File: config.mk
export PLATFORM = sky130hd
export DESIGN_NAME = butterfly_p2s_stream
export DESIGN_NICKNAME = d
export VERILOG_FILES = /design/src/rtl/butterfly_pkg.sv /design/src/rtl/butterfly_p2s_sched.sv /design/src/rtl/butterfly_p2s_stream.sv
export SDC_FILE = /design/constraint.sdc
export NUM_CORES = 1
export LEC_CHECK = 0
export CORE_MARGIN = 5
export CORE_UTILIZATION = 53
export CTS_BUF_LIST = sky130_fd_sc_hd__clkbuf_8 sky130_fd_sc_hd__clkbuf_16
export CTS_CLUSTER_DIAMETER = 60
export DETAILED_ROUTE_END_ITERATION = 8
export PLACE_DENSITY = 0.9
export SYNTH_ARGS = -nofsm -noshare
export SYNTH_HDL_FRONTEND = slang
export SYNTH_SLANG_ARGS = --single-unit
File: constraint.sdc
create_clock -name clk -period 8.7 [get_ports clk]
set_input_delay 2.175 -clock clk [delete_from_list [all_inputs] [get_ports clk]]
set_output_delay 2.175 -clock clk [all_outputs]
set_load 0.005 [all_outputs]
File: src/rtl/butterfly_pkg.sv
// butterfly_pkg: beat-order codes and index helpers shared by the butterfly serialiser.
package butterfly_pkg;
  localparam logic [1:0] ORDER_LINEAR = 2'd0;
  localparam logic [1:0] ORDER_ROTATE = 2'd1;
  localparam logic [1:0] ORDER_BITREV = 2'd2;
  function automatic int log2(input int v);
    int r;
    r = 0;
    for (int i = 0; i < 31; i++) if ((1 << i) < v) r = i + 1;
    return r;
  endfunction
  // Reverses the low w bits of v; w=0 yields 0.
  function automatic logic [31:0] bitrev(input logic [31:0] v, input int w);
    logic [31:0] r;
    r = '0;
    for (int i = 0; i < 32; i++) if (i < w) r[w-1-i] = v[i];
    return r;
  endfunction
endpackage

File: src/rtl/butterfly_p2s_sched.sv
// butterfly_p2s_sched: beat/rotation counters and beat-to-group order mapping for the serialiser.
module butterfly_p2s_sched
  import butterfly_pkg::*;
#(
  parameter int NB = 8,
  localparam int LG = log2(NB),
  localparam int BW = (LG > 0) ? LG : 1
) (
  input  logic          clk,
  input  logic          rst_n,
  input  logic          load_i,
  input  logic [1:0]    ord_i,
  input  logic          adv_i,
  output logic [BW-1:0] grp_o,
  output logic          last_o
);
  logic [BW-1:0] beat_q, beat_d, rot_q, rot_d, off_q, off_d;
  logic [1:0]    ord_q, ord_d;
  always_comb begin
    last_o = beat_q == BW'(NB - 1);
    beat_d = load_i ? '0 : adv_i ? (last_o ? '0 : beat_q + 1'b1) : beat_q;
    ord_d  = load_i ? ord_i : ord_q;
    off_d  = load_i ? rot_q : off_q;
    rot_d  = (load_i && ord_i == ORDER_ROTATE) ? ((rot_q == BW'(NB - 1)) ? '0 : rot_q + 1'b1) : rot_q;
    grp_o  = (ord_q == ORDER_ROTATE) ? beat_q + off_q :
             (ord_q == ORDER_BITREV) ? BW'(bitrev(32'(beat_q), LG)) : beat_q;
  end
  always_ff @(posedge clk or negedge rst_n)
    if (!rst_n) begin
      beat_q <= '0;
      rot_q  <= '0;
      off_q  <= '0;
      ord_q  <= ORDER_LINEAR;
    end else begin
      beat_q <= beat_d;
      rot_q  <= rot_d;
      off_q  <= off_d;
      ord_q  <= ord_d;
    end
endmodule

File: src/rtl/butterfly_p2s_stream.sv
// butterfly_p2s_stream: vector-to-serial converter with ordered beats and a registered bypass port.
// Define BUTTERFLY_P2S_LAST_EN to add dn_serial_last marking the final beat of each vector.
module butterfly_p2s_stream
  import butterfly_pkg::*;
#(
  parameter int DATA_WIDTH = 16,
  parameter int NUM_INPUT  = 8,
  parameter int LANES_OUT  = 1
) (
  input  logic                            clk,
  input  logic                            rst_n,
  input  logic                            by_pass,
  input  logic [1:0]                      order_sel,
  input  logic [NUM_INPUT*DATA_WIDTH-1:0] up_dat,
  input  logic                            up_vld,
  output logic                            up_rdy,
  output logic [NUM_INPUT*DATA_WIDTH-1:0] dn_parallel_dat,
  output logic                            dn_parallel_vld,
  input  logic                            dn_parallel_rdy,
  output logic [LANES_OUT*DATA_WIDTH-1:0] dn_serial_dat,
  output logic                            dn_serial_vld,
  input  logic                            dn_serial_rdy
`ifdef BUTTERFLY_P2S_LAST_EN
  , output logic                          dn_serial_last
`endif
);
  localparam int NB = NUM_INPUT / LANES_OUT;
  localparam int GW = LANES_OUT * DATA_WIDTH;
  localparam int LG = log2(NB);
  localparam int BW = (LG > 0) ? LG : 1;
  logic [NUM_INPUT*DATA_WIDTH-1:0] buf_q, buf_d, par_q, par_d;
  logic          full_q, full_d, pvld_q, pvld_d;
  logic          s_xfer, s_load, p_load, up_xfer, last;
  logic [BW-1:0] grp;
  butterfly_p2s_sched #(.NB(NB)) u_sched (
    .clk    (clk),
    .rst_n  (rst_n),
    .load_i (s_load),
    .ord_i  (order_sel),
    .adv_i  (s_xfer),
    .grp_o  (grp),
    .last_o (last)
  );
  // Each path waits for the other to drain so output order follows input order.
  always_comb begin
    s_xfer          = full_q & dn_serial_rdy;
    up_rdy          = by_pass ? (!pvld_q | dn_parallel_rdy) & !full_q
                              : (!full_q | (s_xfer & last)) & !pvld_q;
    up_xfer         = up_vld & up_rdy;
    s_load          = up_xfer & !by_pass;
    p_load          = up_xfer & by_pass;
    buf_d           = s_load ? up_dat : buf_q;
    full_d          = s_load | (full_q & !(s_xfer & last));
    par_d           = p_load ? up_dat : par_q;
    pvld_d          = p_load | (pvld_q & !dn_parallel_rdy);
    dn_serial_dat   = buf_q[int'(grp)*GW +: GW];
    dn_serial_vld   = full_q;
    dn_parallel_dat = par_q;
    dn_parallel_vld = pvld_q;
  end
`ifdef BUTTERFLY_P2S_LAST_EN
  assign dn_serial_last = full_q & last;
`endif
  always_ff @(posedge clk or negedge rst_n)
    if (!rst_n) begin
      buf_q  <= '0;
      full_q <= 1'b0;
      par_q  <= '0;
      pvld_q <= 1'b0;
    end else begin
      buf_q  <= buf_d;
      full_q <= full_d;
      par_q  <= par_d;
      pvld_q <= pvld_d;
    end
endmodule

# Yosys cells after proc, flatten, opt, wreduce, memory -nomap -nowiden
# Cells that the tools add are included.
totals:
  input_bits: 136
  reg_bits: 269
  output_inout_bits: 147
  wordCells: 44
classes:
  mux: 7
  shift: 1
  n_eq_ne: 5
  n_addsub: 3
  reduce_logical: 7
  n_bitwise: 13
ops:
  columns: ["operator", "n"]
  rows:
  - ["$shiftx A128 B8 Y16", 1]
  - ["$mux W3", 6]
  - ["$and A1 B1 Y1", 9]
  - ["$add A3 B1 Y3 const B", 2]
  - ["$eq A3 B3 Y1 const B", 2]
  - ["$logic_not A1 Y1", 5]
  - ["$eq A2 B1 Y1 const B", 2]
  - ["$or A1 B1 Y1", 4]
  - ["$add A3 B3 Y3", 1]
  - ["$eq A2 B2 Y1 const B", 1]
  - ["$reduce_bool A2 Y1", 1]
  - ["$logic_and A1 B1 Y1", 1]
  - ["$mux W1", 1]

# Logic depth before layout (Yosys ltp)
logic_depth:
  ltp_word: 8
  ltp_mapped: 10
  depth_no_buf: 8

# By module
# Synthesis repeated with hierarchy kept, for this count alone.
unflattened:
  cells_unflattened: 661
  hier_area_um2: 11623.6
modules_own_cells:
  columns: ["mod", "n_inst", "cells_per_inst", "seq_area_each_um2", "area_each_um2"]
  rows:
  - ["butterfly_p2s_stream", 1, 613, 6456.2, 10996.8]
  - ["butterfly_p2s_sched", 1, 48, 275.3, 626.9]

# Least setup slack after synthesis
# No wires, ideal clock.
synth_timing:
  path_kind: "input -> output"
  start: "in dn_serial_rdy"
  end: "out up_rdy"
  stages: 2
  path_buffers: 0
  t_required_ns: 6.525
  setup_slack_ns: 4.041
  arrival_ns: 2.484
  path_cell_list: "nand2_1 o32ai_2"
synth_between:
  elab_chain_len: 5
synth_rtl:
  columns: ["element", "line", "rtl"]
  rows:
  - ["start, declared", "butterfly_p2s_stream.sv:22", "input logic dn_serial_rdy"]
  - ["$and A1 B1 Y1", "butterfly_p2s_stream.sv:46", "s_xfer = full_q & dn_serial_rdy;"]
  - ["$and A1 B1 Y1", "butterfly_p2s_stream.sv:48", ": (!full_q | (s_xfer & last)) & !pvld_q;"]
  - ["$or A1 B1 Y1", "butterfly_p2s_stream.sv:48", null]
  - ["$and A1 B1 Y1", "butterfly_p2s_stream.sv:48", null]
  - ["$mux W1", "butterfly_p2s_stream.sv:47", "up_rdy = by_pass ? (!pvld_q | dn_parallel_rdy) & !full_q"]
  - ["end, declared", "butterfly_p2s_stream.sv:16", "output logic up_rdy,"]
# No other way between the ends.

# Final worst setup path
layout_timing:
  start: "reg u_sched.beat_q[0]"
  end: "out dn_serial_dat[8]"
layout_between:
  elab_chain_len: 3
  elab_cells_between_ends: 4
  classes_between: "add/sub (1); shift (1); mux (2)"
layout_rtl:
  columns: ["element", "line", "rtl"]
  rows:
  - ["start, declared", "butterfly_p2s_sched.sv:17", "logic [BW-1:0] beat_q, beat_d, rot_q, rot_d, off_q, off_d;"]
  - ["start signal, assigned", "butterfly_p2s_sched.sv:35", "beat_q <= beat_d;"]
  - ["$add A3 B3 Y3 or $mux W3 (tied branches)", "butterfly_p2s_sched.sv:25, butterfly_p2s_sched.sv:26", null]
  - ["$mux W3 *", "butterfly_p2s_sched.sv:25", "grp_o = (ord_q == ORDER_ROTATE) ? beat_q + off_q :"]
  - ["$shiftx A128 B8 Y16 *", "butterfly_p2s_stream.sv:56", "dn_serial_dat = buf_q[int'(grp)*GW +: GW];"]
  - ["end, declared", "butterfly_p2s_stream.sv:20", "output logic [LANES_OUT*DATA_WIDTH-1:0] dn_serial_dat,"]
# Mark *: on every way between the ends. The rest lies on a longest branch, timed or not.

==> summary.txt <==
Route
  • Drt initial violations: 346
  • # DRC: 0
  • Number of iterations in the first detailed-routing pass: 4
  • Vias/cell: 5.43
  • Wire per inst: 22.2 um
  • Via count: 7015
  • Drt total wl: 28700 um
  • Detail Route Antenna Nets: 0

Placed design
  • Total placed cells including tap cells: 1239
  • Routability congestion estimate from global placement: 0.770
  • Half-perimeter wire length after detailed placement: 20400 um
  • Number of input and output port buffers inserted: 282

Critical path
  • Worst-path fanout max: 16
  • Arrival time at the worst endpoint: 3.82 ns
  • Delay of the slowest cell on the worst path: 0.65 ns
  • Worst R2R Start: u_sched.beat_q[0]$_DFFE_PN0P_
  • Crit. End Element: output pin
  • Required time of the critical path: 6.53 ns
  • Crit Path Category: flip-flop to output pin
  • Slowest cell on the critical path: sky130_fd_sc_hd__o21ai_2
  • Setup crit start kind: flip-flop
  • CP Launch Point: u_sched.beat_q[0]$_DFFE_PN0P_
  • Critical Path, Cell by Cell: ha_1, inv_1, fa_1, xnor2_2, mux2i_4, o21ai_2, o22ai_1, a221oi_2, clkdlybuf4s50_1

Finish
  • Final cell utilization of the core: 0.727
  • Area Growth Syn to Fin: 34.6%
  • Highest-count cells in the layout ignoring fill and taps: 290 x sky130_fd_sc_hd__mux2_2, 281 x sky130_fd_sc_hd__clkdlybuf4s50_1, 269 x sky130_fd_sc_hd__dfrtp_1
  • Most common cell after layout, fill and taps aside: sky130_fd_sc_hd__mux2_2
  • Non-filler instance count after layout: 1292
  • Ratio of cells with drive above 1 in the final layout: 0.360
  • Number of diodes: 0
  • Nets: 1137

Synth
  • Count of synthesis-stage warnings from yosys: 0
  • Net count after synthesis: 859
  • Per-instance average area after synthesis: 15.9 um^2
  • Synthesized instance count: 717
  • Number of synthesized register bits: 269
  • Combined area of all synthesized cells: 11400 um^2
  • Dominant cells by area after synthesis: sky130_fd_sc_hd__dfrtp_1 59%, sky130_fd_sc_hd__mux2_2 29%, sky130_fd_sc_hd__mux2i_1 3.2%
  • Top cell type by total area after synthesis: sky130_fd_sc_hd__dfrtp_1
  • Top cell type's share of synthesized area: 0.591
  • Count of unique library cells instantiated by Yosys: 37
  • Proportion of synthesized chip area in sequential cells: 0.591

STA
  • Final setup vio count: 0
  • Part of the cycle the worst path needs: 0.689
  • Post-layout min period: 6.00 ns
  • Skew final: 0.00759 ns
  • Total count of max-transition violations in the final report: 0
  • Maximum operating frequency: 167 MHz
  • Setup repair after global routing missed its margin: no
  • Actual transition at the worst max-transition pin: 1.09 ns
  • Hold Vio Cnt, Final: 0
  • Slew headroom: 0.272
  • Total Neg Setup Slack: 0 ns

CTS
  • Num CTS Buffers: 29
  • Clk root buf: sky130_fd_sc_hd__clkbuf_16
  • Reg clk slew, reported paths: 0.06 ns
  • Number of buffers inserted by post-CTS setup repair: 0
  • Post-CTS Hold Buffers: 0
  • TritonCTS clock tree: done
  • CTS resizes: 0
  • H-tree levels: 1
  • Clk buf depth: 3
  • Insertion delay to the later sink of the worst-skew pair: 0.53 ns
  • Count of clock tree sinks: 269

Pwr
  • Post-layout power: 6.44 mW
  • P_leak: 6.52 nW
  • IR Drop Worst-Case VDD: 0.000228 V
  • Power density over the cells: 420 nW/um^2

Floorplanning
  • Initial core utilization: 0.540
  • Ports: 283
  • Die height: 157 um
  • Number of placement rows: 53
  • Die span in x: 157 um
  • Total Die Area: 24500 um^2
  • CORE AREA: 21100 um^2

Global routing
  • Maximum number of pins on one net before global-route repair: 153
  • Remaining Overflow, GRT: 0
  • Antenna violations before repair: 0
  • Wire length of the first global-routing pass: 44000 um
  • Number of global-route vias before repair: 7633
  • Overall routing resource usage: 0.229

Worst hold path
  • Critical hold path startpoint: buf_q[99]$_DFFE_PN0P_
  • Worst hold-check path type: flip-flop to flip-flop

Job
  • Number of max-cap violations: 0

Run status
  • Result of the run: finished clean
## routing by layer
| metal | share of wire | track usage |
|---|---|---|
| met1 | 0.41 | 0.301 |
| met2 | 0.51 | 0.392 |
| met3 | 0.057 | 0.0456 |
| met4 | 0.027 | 0.0616 |
| met5 | 0 | 0 |
## cells by family after synthesis
kind of cell    synth area share
compound gates            0.0337
fa+ha+maj                0.00725
buf+inv                   0.0289
simple gates             0.00989
xor+xnor                 0.00143
mux                        0.327
flops                      0.591
## area by class of cell
cell class / instances / area [um^2]
Inverter: 4 / 15.0
Multi-Input combinational cell: 403 / 4350
Clock inverter: 15 / 155
Fill cell: 1377 / 5760
Clock buffer: 38 / 850
Timing Repair Buffer: 288 / 2890
Tap cell: 275 / 344
Sequential cell: 269 / 6730
## report_power, final
part	internal [mW]	total [mW]	switching (mW)	leakage, nW
clock	0.773	1.27	0.493	0.515
combinational	1.78	2.97	1.19	2.76
sequential	1.87	2.21	0.340	3.25
## worst max-delay path: cells and delay by family, from the launching register on
| kind | cells | cell delay, ns |
|---|---|---|
| DFF | 1 | 0.45 |
| buffers and inverters | 2 | 0.61 |
| AOI/OAI and AO/OA | 3 | 1.23 |
| adders and majority gates | 2 | 0.59 |
| muxes | 1 | 0.23 |
| xor gates and xnor gates | 1 | 0.18 |
## cells in the mapped netlist, drive strengths merged
master and count:
a21boi 1, a21o 1, a21oi 3, a221oi 15, a22o 1, and3b 1
buf 39, clkbuf 2, dfrtp 269, fa 1, ha 5, inv 4
mux2 295, mux2i 38, nand2 6, nand2b 1, nand3 4, nand3b 1
nor2 3, nor3 2, nor3b 1, o21ai 4, o21bai 1, o22ai 16
o32ai 1, or3b 1, xnor2 1
## final timing paths
kind / to / slack [ns] / cells past startpoint
setup / recovery: dn_serial_dat[8] / 2.70 / 9
hold / removal: buf_q[99]$_DFFE_PN0P_ / 0.50 / 1
setup reg to reg: dn_parallel_dat[47]$_DFFE_PN0P_ / 5.49 / 7
hold reg to reg: buf_q[99]$_DFFE_PN0P_ / 0.50 / 1
max in group asynchronous: buf_q[66]$_DFFE_PN0P_ / 5.68 / 2
min in group asynchronous: dn_parallel_dat[122]$_DFFE_PN0P_ / 1.72 / 1
## sequential cells by signal, summed over array words and instances, names as in the netlist
name	cells
dn_parallel_dat	128
buf_q	128
u_sched.beat_q	3
dn_serial_vld	1
dn_parallel_vld	1
u_sched.off_q	3
u_sched.ord_q	2
u_sched.rot_q	3
## metrics by stage
step	hold slack [ns]	worst slack [ns]	instance area [um^2]
floorplan	0.470	4.04	11400
global placement	0.485	2.83	14300
detailed placement	0.492	2.79	14300
CTS	0.505	2.68	15300
global route	0.512	2.52	15300
finish	0.502	2.70	15300
Note: power is estimated with default switching activity, not from simulation.
==> edit 1: new RTL, same flow settings <==
Add a define of `BUTTERFLY_P2S_LAST_EN`.
--- a/src/rtl/butterfly_p2s_stream.sv
+++ b/src/rtl/butterfly_p2s_stream.sv
@@ -2,2 +2,4 @@
 // Define BUTTERFLY_P2S_LAST_EN to add dn_serial_last marking the final beat of each vector.
+`define BUTTERFLY_P2S_LAST_EN
+
 module butterfly_p2s_stream
Formal check against the unedited RTL (old outputs only; new: dn_serial_last): equivalent (equiv_simple and equiv_induct, registers matched by name and starting in step).
==> edit 1 against the unedited design <==
  * Final area decreased by 0.22%
  * Die area about the same
  * Worst setup slack got worse by 0.017 ns
  * Sequential power about the same
  * Count of clock-buffer cells in the layout decreased by 2
  * Sequential cell count is the same
  * Area after synthesis hardly changed
  * Power decreased by 0.96%
  * Wire length is 0.79% lower
  * Non-clock buffer count up 2
  * Critical path type unchanged
  * Largest cell class unchanged
==> edit 1: results (changes against the unedited design) <==
The run finished with clean final reports. The clock latency on the worst-skew pair is 0.53 ns (about the same). The number of global-route vias before repair was 7805 (was 7633); the routed wirelength normalized by instance count was 22.0 µm (was 22.2 µm). The layout cell share with drive strength beyond 1 works out to 35.5% (was 36.0%). For the total CTS buffers, the log shows 29 (unchanged).

The final clock skew came out at 0.00647 ns (was 0.00759 ns). The tools report the timing startpoint of the critical path as u_sched.beat_q[0] (unchanged). The ratio of routed vias to standard cells is 5.45 (was 5.43), and the HPWL reported at the end of detailed placement is 20.2 mm (was 20.4 mm).

The total placed cells including tap cells was 1242 (was 1239). The cell with the largest stage delay on the worst path is sky130_fd_sc_hd__o21bai_2 (was sky130_fd_sc_hd__o21ai_2). The total grt overflow is 0 (unchanged), and the biggest cell delay along the critical path is 0.63 ns (was 0.65 ns). The initial antenna violation count came out at 0 (unchanged). The synthesized area divided by synthesized cell count was 15.9 µm² (about the same); the number of cell instances on the worst register-to-register path was 7 (unchanged). The beginning of the worst hold path is dn_parallel_dat[119] (was buf_q[99]). Number of distinct library cells after synthesis: 38 (was 37). For the number of buffers on the longest clock path, the log shows 3 (unchanged). The async set-reset flop share out of synthesis came out at 100% (unchanged).

Reg-to-reg critical path endpoint: buf_q[61] (was dn_parallel_dat[47]). The number of synthesis warnings was 0 (unchanged); the initial DRC count was 270 (was 346). Number of iterations in the first detailed-routing pass: 4 (unchanged).

The arrival time at the worst endpoint was 3.84 ns (was 3.82 ns). Family with the most delay on the worst path: compound AO/OA/AOI/OAI gates (unchanged). Placed instance area: 14300 µm² (about the same). Final worst setup slack: 2.69 ns (was 2.70 ns). The cell leakage power is 6.52 nW (about the same).

The run gives 0.000270 V (was 0.000228 V) as the maximum resistive drop on vdd. The wire length of the first global-routing pass was 44.3 mm (was 44.0 mm). Worst min-delay path class: reg -> reg (unchanged).

Area contributors post-synth: sky130_fd_sc_hd__dfrtp_1, sky130_fd_sc_hd__mux2_2, sky130_fd_sc_hd__mux2i_1 (unchanged). For the weighted congestion reported at the end of routability-driven placement, the log shows 0.806 (was 0.770). The final layout net count came out at 1140 (was 1137). The sequential fraction of the synthesis area was 59.1% (about the same); the worst setup timing slack at the placement stage was 2.79 ns (about the same). Total global-route track usage: 23.0% (was 22.9%).

The tools report the worst-case hold slack as 0.501 ns (was 0.502 ns). Endpoint with the worst hold slack: dn_parallel_dat[119] (was buf_q[99]). The count of buffers from port buffering is 283 (was 282). Worst-case register-to-register setup slack: 5.17 ns (was 5.49 ns).

The slew at the pin closest to its max-slew limit works out to 1.06 ns (was 1.09 ns). The pin count of the biggest net entering global routing is 192 (was 153), and the routed wire length is 28.4 mm (was 28.7 mm). The capturing element of the worst setup path was dn_serial_dat[10] (was dn_serial_dat[8]). The tools report the number of instances resized during post-cts repair as 0 (unchanged). The run gives 860 (was 859) as the net count after synthesis.
## edit 1: cell count changes after synthesis, sizes merged
cell  before  now
and2       0    1
## edit 1: worst reg2reg max path, stage by stage, from the launching register on
cell	delay (ns)
sky130_fd_sc_hd__dfrtp_1	0.48
sky130_fd_sc_hd__ha_1	0.21
sky130_fd_sc_hd__ha_1	0.19
sky130_fd_sc_hd__nand2_1	0.10
sky130_fd_sc_hd__o32ai_2	0.36
sky130_fd_sc_hd__and3b_4	0.86
sky130_fd_sc_hd__buf_4	0.79
sky130_fd_sc_hd__mux2_2	0.44
## edit 1: cell type report
cell class	count	area, µm²
Clock buffer	36	822
Clock inverter	16	131
Fill cell	1368	5800
Inverter	4	15.0
Multi-Input combinational cell	404	4350
Sequential cell	269	6730
Tap cell	275	344
Timing Repair Buffer	290	2900
## edit 1: where the power goes
group          total (mW)  switching, mW  leakage (nW)  internal [mW]
sequential           2.21          0.341          3.25           1.87
clock                1.21          0.483         0.504          0.723
combinational        2.96           1.18          2.77           1.78
## edit 1: cells by family (layout without fill, tap and decap cells)
| logic type | count (synthesis) | count (layout) | synth area share (%) |
|---|---|---|---|
| DFF | 269 | 269 | 59.1 |
| xor gates and xnor gates | 1 | 1 | 0.143 |
| AOI/OAI and AO/OA | 43 | 43 | 3.37 |
| muxes | 333 | 333 | 32.7 |
| and+or+nand+nor | 21 | 21 | 1.04 |
| buffers and inverters | 45 | 346 | 2.89 |
| adders and majority gates | 6 | 6 | 0.725 |
## edit 1: metal layers
metal  part of all wire, %  global-route usage, %
met1                    42                   31.0
met2                    50                   38.5
met3                   6.4                   4.54
met4                   2.3                   5.99
met5                     0                      0
==> edit 2: new RTL, same settings <==
Made on the original files. Make the reset (`rst_n`) synchronous in 2 clocked blocks.
--- a/src/rtl/butterfly_p2s_sched.sv
+++ b/src/rtl/butterfly_p2s_sched.sv
@@ -27,3 +27,3 @@
   end
-  always_ff @(posedge clk or negedge rst_n)
+  always_ff @(posedge clk)
     if (!rst_n) begin
--- a/src/rtl/butterfly_p2s_stream.sv
+++ b/src/rtl/butterfly_p2s_stream.sv
@@ -63,3 +63,3 @@
 `endif
-  always_ff @(posedge clk or negedge rst_n)
+  always_ff @(posedge clk)
     if (!rst_n) begin
Formal check against the unedited RTL: differs if rst_n is asserted again (counterexample within 4 cycles, from zero or initial values and one cycle with rst_n low); with rst_n held inactive, the same outputs for 10 cycles.
==> edit 2 against the unedited design <==
  * Worst setup slack worse by 0.63 ns
  * Count of clock-buffer cells in the layout fell by 6
  * Final area grew 12%
  * Wire length up 48%
  * Sequential cell count unchanged
  * Register-to-register slack worse by 0.66 ns
  * Area after synthesis increased by 19%
Power is not compared: it rests on default switching activity, and its combinational part moved more than twofold at a synthesized area within 25%.
==> edit 2: results (changes against the unedited design) <==
The flow ran to the end, and the final reports show no timing, DRC or antenna violations. The layout buffering overhead excluding clock cells came out at 17.1% (was 18.8%). The run gives 29.9 mm (was 20.4 mm) as the HPWL reported at the end of detailed placement. The tools report the placed instance area as 16200 µm² (was 14300 µm²).

The register fraction of the total cell area was 31.4% (was 43.9%); the share of the final layout cell area in multi-input gates was 43.4% (was 28.4%). Reg-to-reg critical path endpoint: u_sched.beat_q[0] (was dn_parallel_dat[47]). The run gives 3.28 mm (was 1.65 mm) as the met3 wire length.

The run gives 12800 (was 7015) as the vias after detailed routing. The peak fanout along the critical path works out to 28 (was 16). The cell with the largest stage delay on the worst path is sky130_fd_sc_hd__dfxtp_1 (was sky130_fd_sc_hd__o21ai_2).

The worst-case register-to-register setup slack was 4.83 ns (was 5.49 ns); the biggest cell delay along the critical path was 0.96 ns (was 0.65 ns). The non-clock buffer count in the final layout was 296 (was 288). The family with the most delay on the worst path was simple AND/OR/NAND/NOR gates (was compound AO/OA/AOI/OAI gates). The layout cell share with drive strength beyond 1 was 5.10% (was 36.0%).

The logs give 5.45% (was 4.56%) for the met3 global-route usage and 39.9% (was 59.1%) for the sequential fraction of the synthesis area. For the arrival time at the worst endpoint, the log shows 4.46 ns (was 3.82 ns). The start of the worst register-to-register path was u_sched.beat_q[0] (unchanged).

The final clock skew is 0.0115 ns (was 0.00759 ns), and the clock buffer and inverter area fraction after layout is 5.60% (was 6.56%). The run gives 140 (was 153) as the pin count of the biggest net entering global routing. For the area of all placed cells without fillers, the log shows 17200 µm² (was 15300 µm²). The tools report the global routing met1 resource utilization as 36.2% (was 30.1%). The number of global-route vias before repair was 12500 (was 7633).

The global-route track usage on met2 is 47.0% (was 39.2%), and the met1 routed wirelength after detailed routing is 17.4 mm (was 11.7 mm). The initial DRC count is 1240 (was 346), and the async set-reset flop share out of synthesis is 0% (was 100%). The tools report the beginning of the worst hold path as dn_parallel_dat[117] (was buf_q[99]). The multi-input combinational cell count is 1241 (was 403). The total global-route track usage is 28.1% (was 22.9%), and the number of cell instances on the worst register-to-register path is 8 (was 7). For the number of iterations in the first detailed-routing pass, the log shows 6 (was 4). The total of fill cells in the finished design was 1987 (was 1377). The run gives 1983 (was 1137) as the final layout net count. The endpoint with the worst hold slack is dn_parallel_dat[117] (was buf_q[99]). The routed wire length is 42.5 mm (was 28.7 mm), and the total power of the final layout is 3.02 mW. The slew at the pin closest to its max-slew limit works out to 1.22 ns (was 1.09 ns).
==> edit 2: cell count changes after synthesis, sizes merged, moves of 20 or more <==
cell | before | now
a2111oi | 0 | 33
a211oi | 0 | 32
a21boi | 1 | 263
a22o | 1 | 23
buf | 39 | 62
clkbuf | 2 | 79
dfrtp | 269 | 0
dfxtp | 0 | 269
mux2 | 295 | 2
mux2i | 38 | 134
nand2 | 6 | 601
nand3 | 4 | 24
o22ai | 16 | 64
==> edit 2: logic make-up (layout without fill, tap and decap cells) <==
group	count (synthesis)	count (layout)	share of synthesized area [%]
compound gates	441	441	24.7
xor+xnor	3	3	0.389
fa+ha+maj	6	6	0.612
buf+inv	145	352	5.05
flops	269	269	39.9
mux	136	136	10.4
simple gates	655	655	18.9
==> edit 2: through the flow <==
stage,setup slack (ns),cells,hold WS [ns]
final,2.07,2192,0.463
after floorplan,3.89,1655,0.443
after global placement,2.64,2140,0.451
after detailed placement,2.58,2140,0.459
after global routing,1.93,2192,0.489
after CTS,2.21,2192,0.467
